`src/rtl/updown_mod_counter.sv`:
```
// Up/down modulo counter with programmable limit, wrap or saturate policy,
// a registered terminal-count pulse and sticky overflow/underflow flags.
module updown_mod_counter #(
  parameter int unsigned WIDTH     = 8,
  parameter int unsigned RESET_VAL = 0
) (
  input  logic             clk,
  input  logic             rst_,
  input  logic             enable,
  input  logic             load,
  input  logic [WIDTH-1:0] data,
  input  logic             up,
  input  logic [WIDTH-1:0] limit,
  input  logic             saturate,
  input  logic             clr_flags,
  output logic [WIDTH-1:0] count,
  output logic             tc,
  output logic             ovf,
  output logic             unf
);

  localparam logic [WIDTH-1:0] RST_CNT = WIDTH'(RESET_VAL);
  localparam logic [WIDTH-1:0] ONE     = WIDTH'(1);
  localparam logic [WIDTH-1:0] ZERO    = '0;

  logic [WIDTH-1:0] count_q;
  logic [WIDTH-1:0] count_d;
  logic             tc_q;
  logic             tc_d;
  logic             ovf_q;
  logic             ovf_d;
  logic             unf_q;
  logic             unf_d;
  logic             ovf_set;
  logic             unf_set;

  logic             step;
  logic             at_hi;
  logic             above;
  logic             at_zero;
  logic [WIDTH-1:0] inc;
  logic [WIDTH-1:0] dec;
  logic [WIDTH-1:0] load_val;

  assign step     = enable & ~load;
  assign at_hi    = count_q >= limit;
  assign above    = count_q > limit;
  assign at_zero  = count_q == ZERO;
  assign inc      = count_q + ONE;
  assign dec      = count_q - ONE;
  assign load_val = (data > limit) ? limit : data;

  // The step cases are mutually exclusive: load wins, then direction,
  // then the position of count relative to 0 and limit.
  always_comb begin
    count_d = count_q;
    tc_d    = 1'b0;
    ovf_set = 1'b0;
    unf_set = 1'b0;
    unique case (1'b1)
      load: begin
        count_d = load_val;
      end
      step && up && !at_hi: begin
        count_d = inc;
        tc_d    = saturate && (inc == limit);
      end
      step && up && at_hi: begin
        count_d = saturate ? limit : ZERO;
        tc_d    = ~saturate;
        ovf_set = 1'b1;
      end
      step && !up && above: begin
        count_d = limit;
      end
      step && !up && at_zero: begin
        count_d = saturate ? ZERO : limit;
        tc_d    = ~saturate;
        unf_set = 1'b1;
      end
      step && !up && !above && !at_zero: begin
        count_d = dec;
        tc_d    = saturate && (dec == ZERO);
      end
      default: begin
        count_d = count_q;
      end
    endcase
  end

  // A set event in the same cycle as clr_flags leaves the flag set.
  assign ovf_d = ovf_set | (ovf_q & ~clr_flags);
  assign unf_d = unf_set | (unf_q & ~clr_flags);

  always_ff @(posedge clk or negedge rst_) begin
    if (!rst_) begin
      count_q <= RST_CNT;
      tc_q    <= 1'b0;
      ovf_q   <= 1'b0;
      unf_q   <= 1'b0;
    end else begin
      count_q <= count_d;
      tc_q    <= tc_d;
      ovf_q   <= ovf_d;
      unf_q   <= unf_d;
    end
  end

  assign count = count_q;
  assign tc    = tc_q;
  assign ovf   = ovf_q;
  assign unf   = unf_q;

endmodule

```
`config.mk`:
```
export PLATFORM = sky130hd
export DESIGN_NAME = updown_mod_counter
export DESIGN_NICKNAME = d
export VERILOG_FILES = /design/src/rtl/updown_mod_counter.sv
export SDC_FILE = /design/constraint.sdc
export NUM_CORES = 1
export LEC_CHECK = 0
export CAP_MARGIN = 15
export CORE_ASPECT_RATIO = 1.1
export CORE_UTILIZATION = 25
export DETAILED_ROUTE_END_ITERATION = 12
export GPL_TIMING_DRIVEN = 0
export PLACE_DENSITY_LB_ADDON = 0.15
export SLEW_MARGIN = 20
export SYNTH_ARGS = -nofsm -noshare
export SYNTH_HDL_FRONTEND = slang
export SYNTH_SLANG_ARGS = --single-unit
```
`constraint.sdc`:
```
create_clock -name clk -period 2.55 [get_ports clk]
set_input_delay 0.51 -clock clk [delete_from_list [all_inputs] [get_ports clk]]
set_output_delay 0.51 -clock clk [all_outputs]
set_load 0.005 [all_outputs]
```
==> flow_metrics.env, run 1 <==
export IMPL_timing_hold_violations_final=0
export IMPL_grt_usage=0.1703
export IMPL_worstSkewPairLatency_ns=0.25
export IMPL_synth_area_per_cell_um2=8.329
export IMPL_hold_path_class="reg -> reg"
export IMPL_min_from="unf$_DFF_PN0_"
export IMPL_drc=0
export IMPL_power_leakage_nw=0.9732
export IMPL_cp_num_cells=11
export IMPL_hold_ws_ns=0.4989
export IMPL_cpMostUsedCell="buf_4"
export IMPL_die_width_um=79.44
export IMPL_grt_overflow_total=0
export IMPL_cts_tree="built"
export IMPL_vias=1764
export IMPL_rsz0062_at_grt="false"
export IMPL_min_period_ns=2.472
export IMPL_fin_cells=335
export IMPL_crit_start="limit[5]"
export IMPL_drtAntennaViolNets=0
export IMPL_cp_top_family="buffers and inverters"
export IMPL_yosys_warnings=0
export IMPL_synth_xor_area_frac=0.09560
export IMPL_nFillCells=647
export IMPL_ir_drop_mv=0.1673
export IMPL_netlist_area_um2=1649
export IMPL_wirelength_um=5637
export IMPL_min_to="unf$_DFF_PN0_"
export IMPL_worstPathMaxFanout=5
export IMPL_rr_startpoint="count[7]$_DFFE_PN0P_"
export IMPL_syn_num_nets=240
export IMPL_route_met3_wl_um=247
export IMPL_htreeDepth=1
export IMPL_yosys_area_share_adder=0.1442
export IMPL_syn_inst=198
export IMPL_multi_input_area_um2=1411
export IMPL_die_area_um2=6926
export IMPL_synth_edf_count=0
export IMPL_gp_congestion=0.8379
export IMPL_post_route_period_util=0.9693
export IMPL_yosysSeqAreaShare=0.1669
export IMPL_fp_dieH_um=87.18
export IMPL_final_common_cell="clkdlybuf4s50_1"
export IMPL_slew_headroom=0.5633
export IMPL_synth_ff_type="dfrtp_1"
export IMPL_io_pins=34
export IMPL_coreArea_um2=6269
export IMPL_r2r_end="count[1]$_DFFE_PN0P_"
export IMPL_regArea_um2=276.5
export IMPL_drive_gt1_frac=0.2863
export IMPL_synth_simple_gate_area_frac=0.2428
export IMPL_report_final_slew_viol_count=0
export IMPL_hold_buffers=0
export IMPL_end_kind="register"
export IMPL_antenna_diode_count=0
export IMPL_r2r_slack_ns=0.11
export IMPL_layout_nets=298
export IMPL_root_buffer="clkbuf_8"
export IMPL_clk_pin_slew_ns=0.05
export IMPL_design_area_um2=2427
export IMPL_maxCapViolCount=0
export IMPL_slowest_delay_ns=0.29
export IMPL_cp_buffers_inverters=4
export IMPL_row_count=30
export IMPL_place_ws_ns=-0.9021
export IMPL_setup_slack_ns=0.07837
export IMPL_path_class="in -> reg"
export IMPL_cp_cell_sequence="clkdlybuf4s15_2, inv_2, ha_4, nand4_1, buf_4, a31oi_4, nor2_4, buf_4, mux2_2, a211oi_2, a221oi_2"
export IMPL_first_pass_iters=4
export IMPL_max_freq_mhz=404.6
export IMPL_grt_first_pass_wirelength_um=8852
export IMPL_dpl_hpwl_um=4129
export IMPL_crit_path_start_kind="input pin"
export IMPL_start_util=0.2631
export IMPL_wl_met1_um=2547
export IMPL_drt_wirelength_per_cell_um=16.83
export IMPL_grt_pass1_vias=1680
export IMPL_port_buffer_count=33
export IMPL_layout_cells_most_common_list="clkdlybuf4s50_1 (25), buf_4 (21), ha_1 (16)"
export IMPL_synth_compound_area_share=0.2534
export IMPL_routed_via_density=5.266
export IMPL_cp_required_ns=2.65
export IMPL_worstMarginPinSlew_ns=0.6531
export IMPL_area_growth_pct=47.19
export IMPL_synth_async_reset_ratio=1.000
export IMPL_placed_area_um2=2079
export IMPL_grt_max_degree=12
export IMPL_cts_buffer_depth=2
export IMPL_place_inst=311
export IMPL_wl_met2_um=2647
export IMPL_numClockSinks=11
export IMPL_fin_worst_skew_ns=0.008356
export IMPL_synth_cell_types=58
export IMPL_hold_depth=2
export IMPL_pwr_density_cell_nw_per_um2=549.9
export IMPL_drt_initial_drc_count=137
export IMPL_cp_arrival_ns=2.58
export IMPL_fin_setup_tns_ns=0
export IMPL_synth_seq_cells=11
export IMPL_synth_top_family_by_area="compound AO/OA/AOI/OAI gates"
export IMPL_antenna_found_initial=0
export IMPL_synth_mux_area_frac=0.02504
export IMPL_critPathSlowestCell="a31oi_4"
export IMPL_setup_violations=0
export IMPL_highest_layer="met4"
export IMPL_numCtsBuffers=3
export IMPL_status="finished, final reports clean"
export IMPL_rr_worst_depth=9
[tightest hold or removal path, delay by kind of cell (launching register included)]
kind               cells  cell delay [ns]
and+or+nand+nor        1             0.06
AOI/OAI and AO/OA      1             0.06
DFF                    1             0.34
[layer usage]
metal  track usage  vias to the layer above
li1              -                      863
met1        0.2282                      821
met2        0.2704                       61
met3       0.01990                       19
met4       0.07934                        0
met5             0                        -
[final cells by class]
class / instances / area share
inverters: 13 / 0.02010
clock buffers: 4 / 0.01856
multi-input cells: 165 / 0.5814
flip-flops and latches: 11 / 0.1139
repair buffers: 52 / 0.1933
well taps: 80 / 0.04124
plain buffers: 10 / 0.03144
[through the flow]
| step | power, mW | utilization |
|---|---|---|
| after floorplan | 0.7087 | - |
| after global placement | 0.9596 | 0.3317 |
| after detailed placement | 0.9553 | 0.3317 |
| after CTS | 1.288 | 0.3754 |
| after global routing | 1.431 | 0.3872 |
| final | 1.335 | 0.3872 |
[sequential cells by signal, indices dropped and copies added, names as in the netlist]
| signal | flops |
|---|---|
| count | 8 |
| ovf | 1 |
| tc | 1 |
| unf | 1 |
[cell families (layout without fill, tap and decap cells)]
group / after synthesis / count (layout)
AND/OR/NAND/NOR: 67 / 68
AO/OA/AOI/OAI: 56 / 56
XOR/XNOR: 18 / 18
multiplexers: 4 / 4
adder cells (fa/ha/maj): 19 / 19
buffers and inverters: 23 / 79
flip-flops: 11 / 11
[power breakdown]
group          leakage, nW  internal, mW  switching [mW]
Combinational        0.818         0.441           0.444
Clock               0.0228         0.111          0.0795
Sequential           0.132         0.208          0.0524
[Yosys cell counts, types with 2 or more instances]
master / number / share of area
o311a_1: 2 / 0.012
nor2b_1: 4 / 0.015
or3_4: 3 / 0.020
mux2i_1: 3 / 0.018
inv_1: 13 / 0.030
nand2b_1: 5 / 0.019
o211ai_1: 2 / 0.0091
xor2_1: 6 / 0.032
a41oi_1: 2 / 0.011
a211oi_1: 4 / 0.018
a31o_1: 2 / 0.011
a21o_1: 2 / 0.0091
nor3_1: 5 / 0.015
and3_1: 3 / 0.011
a221oi_2: 2 / 0.018
buf_6: 3 / 0.020
ha_1: 19 / 0.14
o21a_1: 2 / 0.0091
o21ai_1: 3 / 0.0091
a21oi_1: 9 / 0.027
a22oi_1: 5 / 0.023
nand4_1: 5 / 0.019
o21ai_0: 6 / 0.018
nor4_1: 2 / 0.0076
nand2_1: 13 / 0.030
nor2_1: 10 / 0.023
buf_2: 2 / 0.0061
nand3_1: 4 / 0.012
a221oi_1: 2 / 0.011
buf_4: 2 / 0.0091
xnor2_1: 12 / 0.064
or3_1: 3 / 0.011
dfrtp_1: 11 / 0.17
clkbuf_1: 2 / 0.0046
o221ai_1: 2 / 0.011
[worst max-delay path by stage]
stage,to,slack (ns)
floorplan,count[7]$_DFFE_PN0P_,0.22
global placement,count[2]$_DFFE_PN0P_,-0.99
detailed placement,count[5]$_DFFE_PN0P_,-0.90
CTS,count[7]$_DFFE_PN0P_,0.003
global route,count[3]$_DFFE_PN0P_,0.002
finish,count[1]$_DFFE_PN0P_,0.08
[repair_timing]
action,CTS,global route
pin swaps,9,11
gates resized for setup,32,25
setup buffers,16,3
endpoints found under the setup margin,9,9
cloned,1,0
(Power assumes the default switching activity.)
==> run 2, diff against run 1 <==
--- a/config.mk
+++ b/config.mk
@@ -11,6 +11,7 @@
 export DETAILED_ROUTE_END_ITERATION = 12
 export GPL_TIMING_DRIVEN = 0
 export PLACE_DENSITY_LB_ADDON = 0.15
+export SKIP_LAST_GASP = 1
 export SLEW_MARGIN = 20
 export SYNTH_ARGS = -nofsm -noshare
 export SYNTH_HDL_FRONTEND = slang
==> run 2 against run 1 <==
  * Routed wire length about the same
  * Power hardly changed
  * First-iteration DRC count unchanged
  * Highest routed layer unchanged
==> flow_metrics.env, run 2 (same netlist as run 1, synthesis figures left out) <==
export IMPL_drtAntennaViolNets=0
export IMPL_wirelength_um=5634
export IMPL_largest_register_ffs=8
export IMPL_end_kind="register"
export IMPL_seq_power_share=0.195
export IMPL_fp_dieH_um=87.18
export IMPL_antenna_diode_count=0
export IMPL_area_growth_pct=47.19
export IMPL_row_count=30
export IMPL_gp_congestion=0.8379
export IMPL_rr_startpoint="count[7]$_DFFE_PN0P_"
export IMPL_dpl_hpwl_um=4129
export IMPL_power_leakage_nw=0.9732
export IMPL_power_mw=1.335
export IMPL_cp_cell_sequence="clkdlybuf4s15_2, inv_2, ha_4, nand4_1, buf_4, a31oi_4, nor2_4, buf_4, mux2_2, a211oi_2, a221oi_2"
export IMPL_r2r_end="count[1]$_DFFE_PN0P_"
export IMPL_port_buffer_count=33
export IMPL_worstSkewPairLatency_ns=0.25
export IMPL_numCtsBuffers=3
export IMPL_cts_buffer_depth=2
export IMPL_design_area_um2=2427
export IMPL_r2r_slack_ns=0.11
export IMPL_drt_wirelength_per_cell_um=16.82
export IMPL_swShare=0.4313
export IMPL_crit_start="limit[5]"
export IMPL_cp_required_ns=2.65
export IMPL_clkPwrFrac=0.142
export IMPL_p_int_mw=0.7590
export IMPL_regArea_um2=276.5
export IMPL_setup_slack_ns=0.07790
export IMPL_hold_buffers=0
export IMPL_critPathSlowestCell="a31oi_4"
export IMPL_post_route_period_util=0.9694
export IMPL_io_pins=34
export IMPL_final_common_cell="clkdlybuf4s50_1"
export IMPL_coreArea_um2=6269
export IMPL_min_period_ns=2.472
export IMPL_cp_num_cells=11
export IMPL_hold_ws_ns=0.4989
export IMPL_worstPathMaxFanout=5
export IMPL_grt_overflow_total=0
export IMPL_switchingPower_mw=0.5756
export IMPL_fin_setup_tns_ns=0
export IMPL_cp_arrival_ns=2.58
export IMPL_cpMostUsedCell="buf_4"
export IMPL_pwr_density_cell_nw_per_um2=549.8
export IMPL_report_final_slew_viol_count=0
export IMPL_slowest_delay_ns=0.29
export IMPL_min_from="unf$_DFF_PN0_"
export IMPL_drc=0
export IMPL_rr_worst_depth=9
export IMPL_place_inst=311
export IMPL_place_ws_ns=-0.9021
export IMPL_grt_usage=0.1703
export IMPL_start_util=0.2631
export IMPL_worstMarginPinSlew_ns=0.6521
export IMPL_routed_via_density=5.245
export IMPL_fin_cells=335
export IMPL_max_freq_mhz=404.5
export IMPL_path_class="in -> reg"
export IMPL_hold_path_class="reg -> reg"
export IMPL_first_pass_iters=4
export IMPL_antenna_found_initial=0
export IMPL_grt_max_degree=12
export IMPL_status="finished, final reports clean"
export IMPL_drt_initial_drc_count=137
export IMPL_clk_pin_slew_ns=0.05
export IMPL_fin_worst_skew_ns=0.008356
export IMPL_ir_drop_mv=0.1674
export IMPL_layout_cells_most_common_list="clkdlybuf4s50_1 (25), buf_4 (21), ha_1 (16)"
export IMPL_crit_path_start_kind="input pin"
export IMPL_setup_violations=0
export IMPL_cts_tree="built"
export IMPL_layout_nets=298
export IMPL_drive_gt1_frac=0.2863
export IMPL_multi_input_area_um2=1411
export IMPL_slew_headroom=0.5639
export IMPL_crit_end="count[1]$_DFFE_PN0P_"
export IMPL_htreeDepth=1
export IMPL_timing_hold_violations_final=0
export IMPL_cp_top_family="buffers and inverters"
export IMPL_maxCapViolCount=0
export IMPL_placed_area_um2=2079
export IMPL_final_util=0.3872
export IMPL_die_width_um=79.44
export IMPL_combinationalPowerShare=0.663
export IMPL_vias=1757
export IMPL_rsz0062_at_grt="true"
export IMPL_numClockSinks=11
export IMPL_grt_first_pass_wirelength_um=8852
export IMPL_root_buffer="clkbuf_8"
export IMPL_grt_pass1_vias=1680
export IMPL_nFillCells=647
export IMPL_cp_buffers_inverters=4
export IMPL_die_area_um2=6926
-- run 2: area by class of cell --
class | count | share of cell area
multi-input cells | 165 | 0.5814
clock buffers | 4 | 0.01856
repair buffers | 52 | 0.1933
plain buffers | 10 | 0.03144
inverters | 13 | 0.02010
well taps | 80 | 0.04124
flip-flops and latches | 11 | 0.1139
-- run 2: worst reg2reg max path: stages, from the launching register on --
cell	delay, ns
dfrtp_1	0.48
ha_4	0.33
nand4_1	0.21
buf_4	0.23
a31oi_4	0.29
nor2_4	0.10
buf_4	0.16
mux2_2	0.27
a211oi_2	0.17
a221oi_2	0.06
-- run 2: how the worst min path moves through the flow --
stage | to | slack, ns | cells after the start
6_report | unf$_DFF_PN0_ | 0.50 | 2
5_1_grt | unf$_DFF_PN0_ | 0.52 | 2
4_1_cts | unf$_DFF_PN0_ | 0.50 | 2
3_5_place_dp | unf$_DFF_PN0_ | 0.48 | 2
3_3_place_gp | unf$_DFF_PN0_ | 0.48 | 2
2_1_floorplan | count[0]$_DFFE_PN0P_ | 0.21 | 0
-- run 2: power groups by stage --
stage	Clock, mW	Sequential, mW	Combinational [mW]
2_1_floorplan	0	0.249	0.460
3_3_place_gp	0	0.258	0.701
3_5_place_dp	0	0.258	0.697
4_1_cts	0.196	0.258	0.834
5_1_grt	0.206	0.267	0.958
6_report	0.190	0.260	0.884
-- run 2: repair_timing --
item                                    in CTS  in global routing
pin swaps                                    9                 10
gates resized for setup                     32                 25
endpoints found under the setup margin       9                  9
gates cloned                                 1                  0
buffers inserted                            16                  3
-- run 2: routing by layer --
metal / vias to the layer above / wire length (um) / track usage
li1: 863 / - / -
met4: 0 / 195 / 0.07934
met3: 19 / 215 / 0.01990
met2: 55 / 2642 / 0.2704
met1: 820 / 2580 / 0.2282
met5: - / 0 / 0
==> run 3, diff against run 2 <==
--- a/config.mk
+++ b/config.mk
@@ -5,12 +5,13 @@
 export SDC_FILE = /design/constraint.sdc
 export NUM_CORES = 1
 export LEC_CHECK = 0
-export CAP_MARGIN = 15
+export CAP_MARGIN = 0
 export CORE_ASPECT_RATIO = 1.1
 export CORE_UTILIZATION = 25
 export DETAILED_ROUTE_END_ITERATION = 12
 export GPL_TIMING_DRIVEN = 0
 export PLACE_DENSITY_LB_ADDON = 0.15
+export REMOVE_ABC_BUFFERS = 1
 export SKIP_LAST_GASP = 1
 export SLEW_MARGIN = 20
 export SYNTH_ARGS = -nofsm -noshare
==> run 3 against run 2 <==
  * Combinational power fell by 7.0%
  * Sequential power up 9.2%
  * Utilization decreased by 1.1 points
  * Sequential share of layout area increased by 0.66 points
  * Global-route usage fell by 0.46 points
  * Sequential cell count stayed put
  * Non-clock buffer count fell by 4
  * Setup slack worse by 0.018 ns
  * Largest cell class unchanged
==> flow_metrics.env, run 3 (same netlist as run 1, synthesis figures left out) <==
export IMPL_status="finished, final reports clean"
export IMPL_rr_worst_depth=8
export IMPL_route_met3_wl_um=164
export IMPL_cts_buffer_depth=2
export IMPL_numCtsBuffers=3
export IMPL_worstSkewPairLatency_ns=0.25
export IMPL_crit_start="count[7]$_DFFE_PN0P_"
export IMPL_timing_hold_violations_final=0
export IMPL_fp_dieH_um=87.18
export IMPL_design_area_um2=2356
export IMPL_cp_arrival_ns=2.62
export IMPL_grt_overflow_total=0
export IMPL_grt_usage=0.1657
export IMPL_clkPwrFrac=0.146
export IMPL_rr_startpoint="count[7]$_DFFE_PN0P_"
export IMPL_drt_initial_drc_count=86
export IMPL_nFillCells=645
export IMPL_r2r_end="count[7]$_DFFE_PN0P_"
export IMPL_worstPathMaxFanout=6
export IMPL_hold_path_class="reg -> reg"
export IMPL_numClockSinks=11
export IMPL_slowest_delay_ns=0.46
export IMPL_vias=1739
export IMPL_crit_path_start_kind="register"
export IMPL_drt_wirelength_per_cell_um=16.86
export IMPL_pwr_density_cell_nw_per_um2=549.9
export IMPL_final_common_cell="buf_4"
export IMPL_post_route_period_util=0.9764
export IMPL_first_pass_iters=4
export IMPL_port_buffer_count=33
export IMPL_fin_setup_tns_ns=0
export IMPL_layout_nets=293
export IMPL_drc=0
export IMPL_area_growth_pct=42.87
export IMPL_place_inst=301
export IMPL_fin_cells=330
export IMPL_start_util=0.2631
export IMPL_power_leakage_nw=0.9459
export IMPL_setup_violations=0
export IMPL_ir_drop_mv=0.2180
export IMPL_clk_pin_slew_ns=0.06
export IMPL_die_area_um2=6926
export IMPL_grt_pass1_vias=1680
export IMPL_slew_headroom=0.5338
export IMPL_row_count=30
export IMPL_r2r_slack_ns=0.06
export IMPL_placed_area_um2=2009
export IMPL_p_int_mw=0.7426
export IMPL_maxCapViolCount=0
export IMPL_routed_via_density=5.270
export IMPL_switchingPower_mw=0.5528
export IMPL_end_kind="register"
export IMPL_cp_cell_sequence="ha_4, nand4_1, o21a_2, buf_4, a211oi_2, o22ai_2, buf_4, a311o_1"
export IMPL_htreeDepth=1
export IMPL_hold_buffers=0
export IMPL_cts_tree="built"
export IMPL_drive_gt1_frac=0.3120
export IMPL_path_class="reg -> reg"
export IMPL_seq_power_share=0.219
export IMPL_gp_congestion=0.8162
export IMPL_wirelength_um=5564
export IMPL_regArea_um2=284.0
export IMPL_crit_end="count[7]$_DFFE_PN0P_"
export IMPL_min_period_ns=2.490
export IMPL_multi_input_area_um2=1391
export IMPL_grt_max_degree=17
export IMPL_worstMarginPinSlew_ns=0.6992
export IMPL_critPathSlowestCell="dfrtp_2"
export IMPL_max_freq_mhz=401.6
export IMPL_combinationalPowerShare=0.635
export IMPL_final_util=0.3758
export IMPL_coreArea_um2=6269
export IMPL_dpl_hpwl_um=3959
export IMPL_swShare=0.4267
export IMPL_die_width_um=79.44
export IMPL_layout_cells_most_common_list="buf_4 (25), clkdlybuf4s50_1 (24), ha_1 (15)"
export IMPL_report_final_slew_viol_count=0
export IMPL_wl_met2_um=2625
export IMPL_cp_required_ns=2.68
export IMPL_antenna_found_initial=0
export IMPL_largest_register_ffs=8
export IMPL_root_buffer="clkbuf_8"
export IMPL_cpMostUsedCell="buf_4"
export IMPL_highest_layer="met4"
export IMPL_grt_first_pass_wirelength_um=8652
export IMPL_io_pins=34
export IMPL_drtAntennaViolNets=0
export IMPL_antenna_diode_count=0
export IMPL_fin_worst_skew_ns=0.01047
export IMPL_wl_met1_um=2656
run 3: routing by layer:
layer  track usage  vias to the layer above
met2        0.2673                       39
met5             0                        -
li1              -                      847
met4       0.05124                        0
met3       0.01675                        8
met1        0.2303                      845
run 3: critical path, delay by kind of cell, from the launching register on:
kind | cells | cell delay (ns)
fa+ha+maj | 1 | 0.30
flops | 1 | 0.46
buf+inv | 2 | 0.33
simple gates | 1 | 0.20
compound gates | 4 | 1.08
run 3: worst min-delay path by stage:
stage / startpoint / cells past startpoint / to
floorplan: rst_ / 0 / count[0]$_DFFE_PN0P_
global placement: unf$_DFF_PN0_ / 2 / unf$_DFF_PN0_
detailed placement: unf$_DFF_PN0_ / 2 / unf$_DFF_PN0_
CTS: unf$_DFF_PN0_ / 2 / unf$_DFF_PN0_
global route: limit[6] / 3 / count[6]$_DFFE_PN0P_
finish: unf$_DFF_PN0_ / 2 / unf$_DFF_PN0_
run 3: power groups by stage:
stage / registers [mW] / logic (mW) / clock network, mW
after CTS: 0.297 / 0.720 / 0.198
final: 0.284 / 0.822 / 0.189
after global placement: 0.311 / 0.610 / 0
after global routing: 0.292 / 0.898 / 0.205
after floorplan: 0.281 / 0.391 / 0
after detailed placement: 0.310 / 0.607 / 0
run 3: through the flow:
step	hold slack (ns)	total power [mW]	setup slack [ns]
after floorplan	0.2144	0.6727	0.2171
after global placement	0.4761	0.9210	-0.9317
after detailed placement	0.4892	0.9171	-0.8652
after CTS	0.5117	1.216	-0.006990
after global routing	0.5605	1.395	-0.002541
final	0.5196	1.295	0.06013
run 3: timing repair:
action,4_1_cts,5_1_grt
cloned,0,0
pin swaps,11,10
setup buffers,13,13
setup endpoints to repair,9,8
endpoints found under the hold margin,0,0
gates resized for setup,37,25
run 3: layout make-up:
type,count,area share
flip-flops and latches,11,0.1206
inverters,13,0.02071
clock buffers,4,0.01912
well taps,80,0.04249
repair buffers,58,0.2066
multi-input cells,164,0.5905
